<file path="src/rtl/card_sprite_blitter_pkg.sv">
// card_sprite_blitter_pkg: framebuffer geometry, pixel format and blitter FSM states
package card_sprite_blitter_pkg;
  localparam int SCREEN_W = 640;
  localparam int SCREEN_H = 480;
  localparam int PIX_W = 9;
  localparam int FB_ADDR_W = 19;
  localparam logic [PIX_W-1:0] TRANSPARENT = 9'h1FF;
  typedef enum logic [1:0] {IDLE = 2'd0, RUN = 2'd1, DRAIN = 2'd2, FIN = 2'd3} state_t;
endpackage

</file>
<file path="src/rtl/card_sprite_blitter_addr_gen.sv">
// card_sprite_blitter_addr_gen: sprite col/row walk and sprite ROM address
module card_sprite_blitter_addr_gen #(
  parameter int SPRITE_W = 64,
  parameter int SPRITE_H = 96,
  parameter int ROM_ADDR_W = 17,
  parameter int CW = 6,
  parameter int RW = 7
) (
  input  logic                  clk,
  input  logic                  reset,
  input  logic                  load,
  input  logic                  adv,
  input  logic [3:0]            id,
  output logic [CW-1:0]         col,
  output logic [RW-1:0]         row,
  output logic                  last,
  output logic [ROM_ADDR_W-1:0] rom_addr
);
  logic [CW-1:0] col_q, col_d;
  logic [RW-1:0] row_q, row_d;
  logic col_end;
  assign col_end = col_q == CW'(SPRITE_W - 1);
  assign last = col_end && row_q == RW'(SPRITE_H - 1);
  assign col = col_q;
  assign row = row_q;
  assign rom_addr = ROM_ADDR_W'(id) * ROM_ADDR_W'(SPRITE_W * SPRITE_H)
                  + ROM_ADDR_W'(row_q) * ROM_ADDR_W'(SPRITE_W) + ROM_ADDR_W'(col_q);
  always_comb begin
    col_d = load ? '0 : adv ? (col_end ? '0 : col_q + 1'b1) : col_q;
    row_d = load ? '0 : (adv && col_end) ? (last ? '0 : row_q + 1'b1) : row_q;
  end
  always_ff @(posedge clk or posedge reset) begin
    if (reset) begin
      col_q <= '0;
      row_q <= '0;
    end else begin
      col_q <= col_d;
      row_q <= row_d;
    end
  end
endmodule

</file>
<file path="src/rtl/card_sprite_blitter.sv">
// card_sprite_blitter: copies one sprite from ROM into the framebuffer with
// transparency, screen clipping and write-ready stall handling.
module card_sprite_blitter
  import card_sprite_blitter_pkg::*;
#(
  parameter int SPRITE_W = 64,
  parameter int SPRITE_H = 96,
  parameter int ROM_ADDR_W = 17
) (
  input  logic                  clk,
  input  logic                  reset,
  input  logic                  start,
  input  logic [3:0]            sprite_id,
  input  logic [9:0]            dest_x,
  input  logic [8:0]            dest_y,
  output logic                  busy,
  output logic                  done,
  output logic [ROM_ADDR_W-1:0] rom_addr,
  input  logic [PIX_W-1:0]      rom_data,
  output logic [FB_ADDR_W-1:0]  fb_addr,
  output logic [PIX_W-1:0]      fb_data,
  output logic                  fb_wen,
  input  logic                  fb_ready
);
  localparam int CW = SPRITE_W > 1 ? $clog2(SPRITE_W) : 1;
  localparam int RW = SPRITE_H > 1 ? $clog2(SPRITE_H) : 1;
  state_t state_q, state_d;
  logic busy_q, busy_d, done_q, done_d;
  logic [3:0] id_q, id_d;
  logic [9:0] x_q, x_d;
  logic [8:0] y_q, y_d;
  logic v1_q, v1_d;
  logic [10:0] x1_q, x1_d;
  logic [9:0] y1_q, y1_d;
  logic held_q, held_d;
  logic [PIX_W-1:0] hold_q, hold_d, pix;
  logic [FB_ADDR_W-1:0] fb_addr_q, fb_addr_d;
  logic [PIX_W-1:0] fb_data_q, fb_data_d;
  logic fb_wen_q, fb_wen_d;
  logic [CW-1:0] col;
  logic [RW-1:0] row;
  logic last, stall, adv, load, vis;
  card_sprite_blitter_addr_gen #(
    .SPRITE_W(SPRITE_W), .SPRITE_H(SPRITE_H), .ROM_ADDR_W(ROM_ADDR_W), .CW(CW), .RW(RW)
  ) u_addr_gen (
    .clk(clk), .reset(reset), .load(load), .adv(adv), .id(id_q),
    .col(col), .row(row), .last(last), .rom_addr(rom_addr)
  );
  assign stall = fb_wen_q && !fb_ready;
  assign adv = state_q == RUN && !stall;
  assign load = state_q == IDLE && start;
  // The ROM keeps re-reading the next S0 address during a stall, so the S1 word is parked here
  assign pix = held_q ? hold_q : rom_data;
  assign vis = v1_q && pix != TRANSPARENT && x1_q < 11'(SCREEN_W) && y1_q < 10'(SCREEN_H);
  always_comb begin
    state_d = state_q;
    busy_d = busy_q;
    done_d = 1'b0;
    id_d = load ? sprite_id : id_q;
    x_d = load ? dest_x : x_q;
    y_d = load ? dest_y : y_q;
    if (load) begin
      state_d = RUN;
      busy_d = 1'b1;
    end
    if (adv && last) state_d = DRAIN;
    if (state_q == DRAIN && !v1_q && !stall) begin
      state_d = FIN;
      busy_d = 1'b0;
      done_d = 1'b1;
    end
    if (state_q == FIN) state_d = IDLE;
    v1_d = stall ? v1_q : adv;
    x1_d = stall ? x1_q : {1'b0, x_q} + 11'(col);
    y1_d = stall ? y1_q : {1'b0, y_q} + 10'(row);
    held_d = stall;
    hold_d = (stall && !held_q) ? rom_data : hold_q;
    fb_wen_d = stall ? fb_wen_q : vis;
    fb_addr_d = (!stall && vis) ? FB_ADDR_W'(y1_q) * FB_ADDR_W'(SCREEN_W) + FB_ADDR_W'(x1_q) : fb_addr_q;
    fb_data_d = (!stall && vis) ? pix : fb_data_q;
  end
  always_ff @(posedge clk or posedge reset) begin
    if (reset) begin
      state_q <= IDLE;
      busy_q <= 1'b0;
      done_q <= 1'b0;
      id_q <= '0;
      x_q <= '0;
      y_q <= '0;
      v1_q <= 1'b0;
      x1_q <= '0;
      y1_q <= '0;
      held_q <= 1'b0;
      hold_q <= '0;
      fb_addr_q <= '0;
      fb_data_q <= '0;
      fb_wen_q <= 1'b0;
    end else begin
      state_q <= state_d;
      busy_q <= busy_d;
      done_q <= done_d;
      id_q <= id_d;
      x_q <= x_d;
      y_q <= y_d;
      v1_q <= v1_d;
      x1_q <= x1_d;
      y1_q <= y1_d;
      held_q <= held_d;
      hold_q <= hold_d;
      fb_addr_q <= fb_addr_d;
      fb_data_q <= fb_data_d;
      fb_wen_q <= fb_wen_d;
    end
  end
  assign busy = busy_q;
  assign done = done_q;
  assign fb_addr = fb_addr_q;
  assign fb_data = fb_data_q;
  assign fb_wen = fb_wen_q;
endmodule

</file>
<file path="config.mk">
export PLATFORM = sky130hd
export DESIGN_NAME = card_sprite_blitter
export DESIGN_NICKNAME = d
export VERILOG_FILES = /design/src/rtl/card_sprite_blitter_pkg.sv /design/src/rtl/card_sprite_blitter_addr_gen.sv /design/src/rtl/card_sprite_blitter.sv
export SDC_FILE = /design/constraint.sdc
export NUM_CORES = 1
export LEC_CHECK = 0
export CELL_PAD_IN_SITES_DETAIL_PLACEMENT = 2
export CELL_PAD_IN_SITES_GLOBAL_PLACEMENT = 2
export CORE_MARGIN = 2
export CORE_UTILIZATION = 37
export CTS_CLUSTER_DIAMETER = 120
export DETAILED_ROUTE_END_ITERATION = 16
export PLACE_DENSITY_LB_ADDON = 0.25
export SYNTH_ARGS = -nofsm -noshare
export SYNTH_HDL_FRONTEND = slang
export SYNTH_SLANG_ARGS = --single-unit
</file>
<file path="constraint.sdc">
create_clock -name clk -period 8 [get_ports clk]
set_input_delay 1.6 -clock clk [delete_from_list [all_inputs] [get_ports clk]]
set_output_delay 1.6 -clock clk [all_outputs]
set_load 0.01 [all_outputs]
</file>
==> impl_metrics.yaml, run 1 <==
timing:
  rsz0062_at_grt: "false"
  slew_headroom: 0.391
  period_share: 0.586
  finalHoldViolCount: 0
  fin_tns_setup_ps: 0
  fin_crit_ps: 4690
  fin_skew_ps: 6.70
  report.final.slew_viol_count: 0
  setup_viol: 0
  fmax_mhz: 213
  tightest_slew_ps: 912
worst_hold_path:
  min_to: "x1_q[0]$_DFFE_PP0N_"
  hold_start: "x1_q[0]$_DFFE_PP0N_"
  hp-class: "flip-flop to flip-flop"
  whs_path_depth: 2
die:
  start_util: 0.379
  die_area_sq_um: 16600
  coreArea_sq_um: 15300
  ioPinCount: 84
  die_width_um: 129
  rows: 45
  die_h_um: 129
critical_path:
  cpLargestDelayFamily: "adder cells"
  required_ps: 6400
  critPathSlowestCell: "fa_1"
  cp-start-kind: "flip-flop"
  critPathCaptureType: "output port"
  r2r_slack_ps: 4960
  r2r_cells: 9
  arrival_ps: 3090
  reg2reg_to: "fb_addr[17]$_DFFE_PP0P_"
  slowest_delay_ps: 550
  reg2reg_from: "y1_q[1]$_DFFE_PP0N_"
  crit_start: "id_q[1]$_DFFE_PP0P_"
  crit_chain: "ha_1 > fa_1 > nor2b_1 > nand3_1 > mux2_2 > a221o_1 > clkdlybuf4s50_1"
  cp_max_fo: 4
  crit_buf_inv: 1
  crit_type: "flip-flop to output port"
layout:
  drive_gt1_frac: 0.0831
  nFillCells: 1605
  synthToLayoutAreaGrowth_pct: 22.3
  layout.nets: 752
  multiInputGateArea_sq_um: 3020
  antenna_cells: 0
  seq_area_sq_um: 2530
  post-route-util: 0.463
yosys:
  syn-num-nets: 677
  yosys_most_used_dff: "dfrtp_1"
  synthCells: 594
  yosysWarnings: 0
  synth.avg_cell_area_sq_um: 9.73
  synthArstFlopShare: 1.00
  synth_common_cells: "101 x dfrtp_1, 97 x nand2_1, 46 x a21oi_1, 45 x nor2_1, 41 x ha_1"
  yosysTopAreaCellShare: 0.437
  synth_edf_count: 0
  post-synth-top-area-cell: "dfrtp_1"
  ys_ff_latch: 101
  synthTopCellsByArea: "dfrtp_1 44%, ha_1 8.9%, nand2_1 6.3%"
  synth_cell_types: 58
  syn_area_sq_um: 5780
  yosysMostFrequentCell: "dfrtp_1"
  ys_seq_area_frac: 0.437
place:
  portBuffers: 83
  post-dp-hpwl_um: 12000
  place_congestion: 0.816
cts:
  clock_sinks: 101
  clockBufferDepth: 2
  insertion_delay_ps: 350
  path_clk_slew_ps: 70
  post-cts-setup-buffers: 0
  htree_levels: 3
  postCtsHoldBufs: 0
  cts_buffers: 9
  cts_repair_resize_count: 0
  cts_tree: "yes"
  cts_root_buf: "clkbuf_16"
grt:
  grt_util_all_layers: 0.207
  grt_pass1_vias: 5256
  overflow: 0
  grt_max_degree: 59
  antenna_found_initial: 0
  grt_pass1_wl_um: 27400
pwr:
  p_per_area_nw_per_um2: 352
  vdd_drop_max_mv: 0.130
  power.total_mw: 2.49
  p_leak_nw: 3.14
drt:
  wirelength_um: 16200
  drt_iter0_markers: 118
  dr.pass1.iters: 4
  drc: 0
  viasPerCell: 5.25
  vias: 4649
  ant_nets: 0
  avgRoutedWirePerCell_um: 18.3
flow_run:
  drv_cap: 0
run_status:
  outcome: "finished, final reports clean"
## sequential cells by signal (all words and copies together), names as in the netlist
register / count
busy: 1
done: 1
fb_addr: 19
fb_data: 9
fb_wen: 1
held_q: 1
hold_q: 9
id_q: 4
state_q: 2
u_addr_gen.col: 6
u_addr_gen.row: 7
v1_q: 1
x1_q: 11
x_q: 10
y1_q: 10
y_q: 9
## through the flow
step                      setup slack [ps]  instances  area (sq um)  hold slack [ps]
final                                 3310        885          7070              475
after global routing                  3160        885          7070              523
after CTS                             3300        885          7070              478
after detailed placement              3490        869          6770              467
after global placement                3610        869          6770              463
after floorplan                       3750        594          5780              433
## layout make-up
class,instances,area share
tap,211,0.0373
clock buffer,10,0.0324
timing repair buffer,87,0.122
sequential,101,0.357
inverter,25,0.0136
multi-input combinational,445,0.427
clock inverter,6,0.0104
## cells in the final DEF (no fill, tap or decap), types with 9 or more instances in the layout
cell,netlist,layout
a21o_1,9,9
a21oi_1,46,46
clkbuf_16,0,9
clkdlybuf4s50_1,0,83
dfrtp_1,101,101
ha_1,41,41
inv_1,24,23
mux2_2,23,23
nand2_1,97,97
nand3_1,15,15
nor2_1,45,45
o21ai_0,31,31
xnor2_1,14,14
xor2_1,13,13
## worst register-to-register path, delay by kind of cell, from the launching register on
family | cells | cell delay (ps)
xor gates and xnor gates | 2 | 520
DFF | 1 | 440
AOI/OAI and AO/OA | 2 | 570
adders and majority gates | 3 | 1020
and+or+nand+nor | 2 | 340
## worst max path at each step
| stage | endpoint | cells past startpoint |
|---|---|---|
| 4_1_cts | rom_addr[16] | 7 |
| 3_5_place_dp | fb_addr[4]$_DFFE_PP0P_ | 7 |
| 5_1_grt | rom_addr[16] | 7 |
| 6_report | rom_addr[16] | 7 |
| 2_1_floorplan | busy$_DFFE_PP0P_ | 1 |
| 3_3_place_gp | fb_addr[1]$_DFFE_PP0P_ | 7 |
## report_power, final
| group | internal (mW) | total [mW] | switching (mW) |
|---|---|---|---|
| clock network | 0.249 | 0.460 | 0.211 |
| logic | 0.579 | 1.19 | 0.608 |
| registers | 0.687 | 0.844 | 0.156 |
## per-layer routing
metal / GRT usage / part of all wire
met1: 0.260 / 0.45
met2: 0.371 / 0.50
met3: 0.0287 / 0.028
met4: 0.0639 / 0.017
met5: 0 / 0
## cell families after synthesis
group / synth area share
AOI/OAI and AO/OA: 0.134
xor gates and xnor gates: 0.0409
adders and majority gates: 0.110
buffers and inverters: 0.0407
DFF: 0.437
muxes: 0.0606
and+or+nand+nor: 0.178
No activity file was read; power rests on OpenSTA's default activity.
==> run 2: changes to the inputs <==
- CORE_UTILIZATION: 37 -> 31
- clock period: 8 -> 4.3 ns (I/O delays scaled with it)
==> run 2 against run 1 <==
Clock power grew 85%. Wire length shrank 2.2%. Highest routed layer unchanged. Via count shrank 0.54%. Power grew 85%. Sequential power grew 85%.
==> impl_metrics.yaml, run 2 (synthesis results as in run 1) <==
layout:
  final_cells: 905
  layout.nets: 754
  largest_reg_flops: 19
  final_common_cell: "dfrtp_1"
  antenna_cells: 0
  final_cell_area_sq_um: 7120
  post-route-util: 0.392
  synthToLayoutAreaGrowth_pct: 23.1
  nFillCells: 1982
  seq_area_sq_um: 2530
  drive_gt1_frac: 0.0858
  layout_common_cells: "101 x dfrtp_1, 97 x nand2_1, 83 x clkdlybuf4s50_1"
  multiInputGateArea_sq_um: 3020
cts:
  clockBufferDepth: 2
  insertion_delay_ps: 360
  postCtsHoldBufs: 0
  htree_levels: 3
  path_clk_slew_ps: 80
  cts_root_buf: "clkbuf_16"
  cts_buffers: 9
  cts_repair_resize_count: 0
  clock_sinks: 101
  cts_tree: "yes"
  post-cts-setup-buffers: 0
critical_path:
  critPathSlowestCell: "fa_1"
  critPathCaptureType: "output port"
  crit_chain: "ha_1 > fa_1 > nor2b_1 > nand3_1 > mux2_2 > a221o_1 > clkdlybuf4s50_1"
  cp_max_fo: 4
  crit_start: "id_q[1]$_DFFE_PP0P_"
  reg2reg_from: "y1_q[1]$_DFFE_PP0N_"
  crit_type: "flip-flop to output port"
  slowest_delay_ps: 550
  arrival_ps: 3120
  required_ps: 3440
  r2r_cells: 9
  cp-start-kind: "flip-flop"
place:
  post-dp-hpwl_um: 12000
  portBuffers: 83
  placed_cell_area_sq_um: 6820
  preCtsSetupSlack_ps: 698
  dp_cells: 889
  place_congestion: 0.795
drt:
  viasPerCell: 5.11
  wirelength_um: 15800
  drt_iter0_markers: 152
  dr.pass1.iters: 4
  vias: 4624
  drc: 0
  ant_nets: 0
  avgRoutedWirePerCell_um: 17.5
die:
  ioPinCount: 84
  start_util: 0.319
  coreArea_sq_um: 18100
  die_area_sq_um: 19800
  rows: 49
  die_width_um: 141
  die_h_um: 141
pwr:
  vdd_drop_max_mv: 0.204
  p_per_area_nw_per_um2: 647
  p_leak_nw: 3.15
  power.total_mw: 4.60
worst_hold_path:
  hold_start: "x1_q[0]$_DFFE_PP0N_"
  hp-class: "flip-flop to flip-flop"
  whs_path_depth: 2
timing:
  fin_tns_setup_ps: 0
  finalHoldViolCount: 0
  setup_viol: 0
  fin_skew_ps: 11.2
  report.final.slew_viol_count: 0
  slew_headroom: 0.426
  whs_ps: 487
  tightest_slew_ps: 859
  setup_ws_ps: 316
  fmax_mhz: 251
  rsz0062_at_grt: "false"
  period_share: 0.927
  fin_crit_ps: 3980
grt:
  overflow: 0
  grt_max_degree: 55
  grt_pass1_vias: 5232
  grt_util_all_layers: 0.166
  antenna_found_initial: 0
  grt_pass1_wl_um: 26600
flow_run:
  drv_cap: 0
run_status:
  outcome: "finished, final reports clean"
[run 2: critical path: cells and delay by family, from the launching register on]
family,cells,cell delay [ps]
buf+inv,1,480
mux,1,290
flops,1,440
simple gates,2,480
fa+ha+maj,2,790
compound gates,1,290
[run 2: cell type report]
type / count / share of cell area
Timing Repair Buffer: 89 / 0.125
Tap cell: 229 / 0.0403
Inverter: 25 / 0.0135
Clock inverter: 6 / 0.00985
Clock buffer: 10 / 0.0322
Multi-Input combinational cell: 445 / 0.424
Sequential cell: 101 / 0.355
[run 2: worst paths after layout]
| path | slack (ps) | end |
|---|---|---|
| min reg2reg | 490 | x1_q[0]$_DFFE_PP0N_ |
| max | 320 | rom_addr[16] |
| max in group asynchronous | 2630 | busy$_DFFE_PP0P_ |
| min | 490 | x1_q[0]$_DFFE_PP0N_ |
| max reg2reg | 1380 | fb_addr[18]$_DFFE_PP0P_ |
| min in group asynchronous | 930 | fb_addr[17]$_DFFE_PP0P_ |
[run 2: layer usage]
layer | vias to the layer above | routed length [um] | GRT usage
met1 | 2326 | 7530 | 0.217
met4 | 0 | 182 | 0.0458
met2 | 74 | 7590 | 0.288
met5 | - | 0 | 0
li1 | 2213 | - | -
met3 | 11 | 520 | 0.0268
[run 2: power by group]
group / switching, mW / leakage (nW) / internal, mW
Clock: 0.395 / 0.147 / 0.458
Combinational: 1.10 / 1.78 / 1.08
Sequential: 0.284 / 1.22 / 1.28
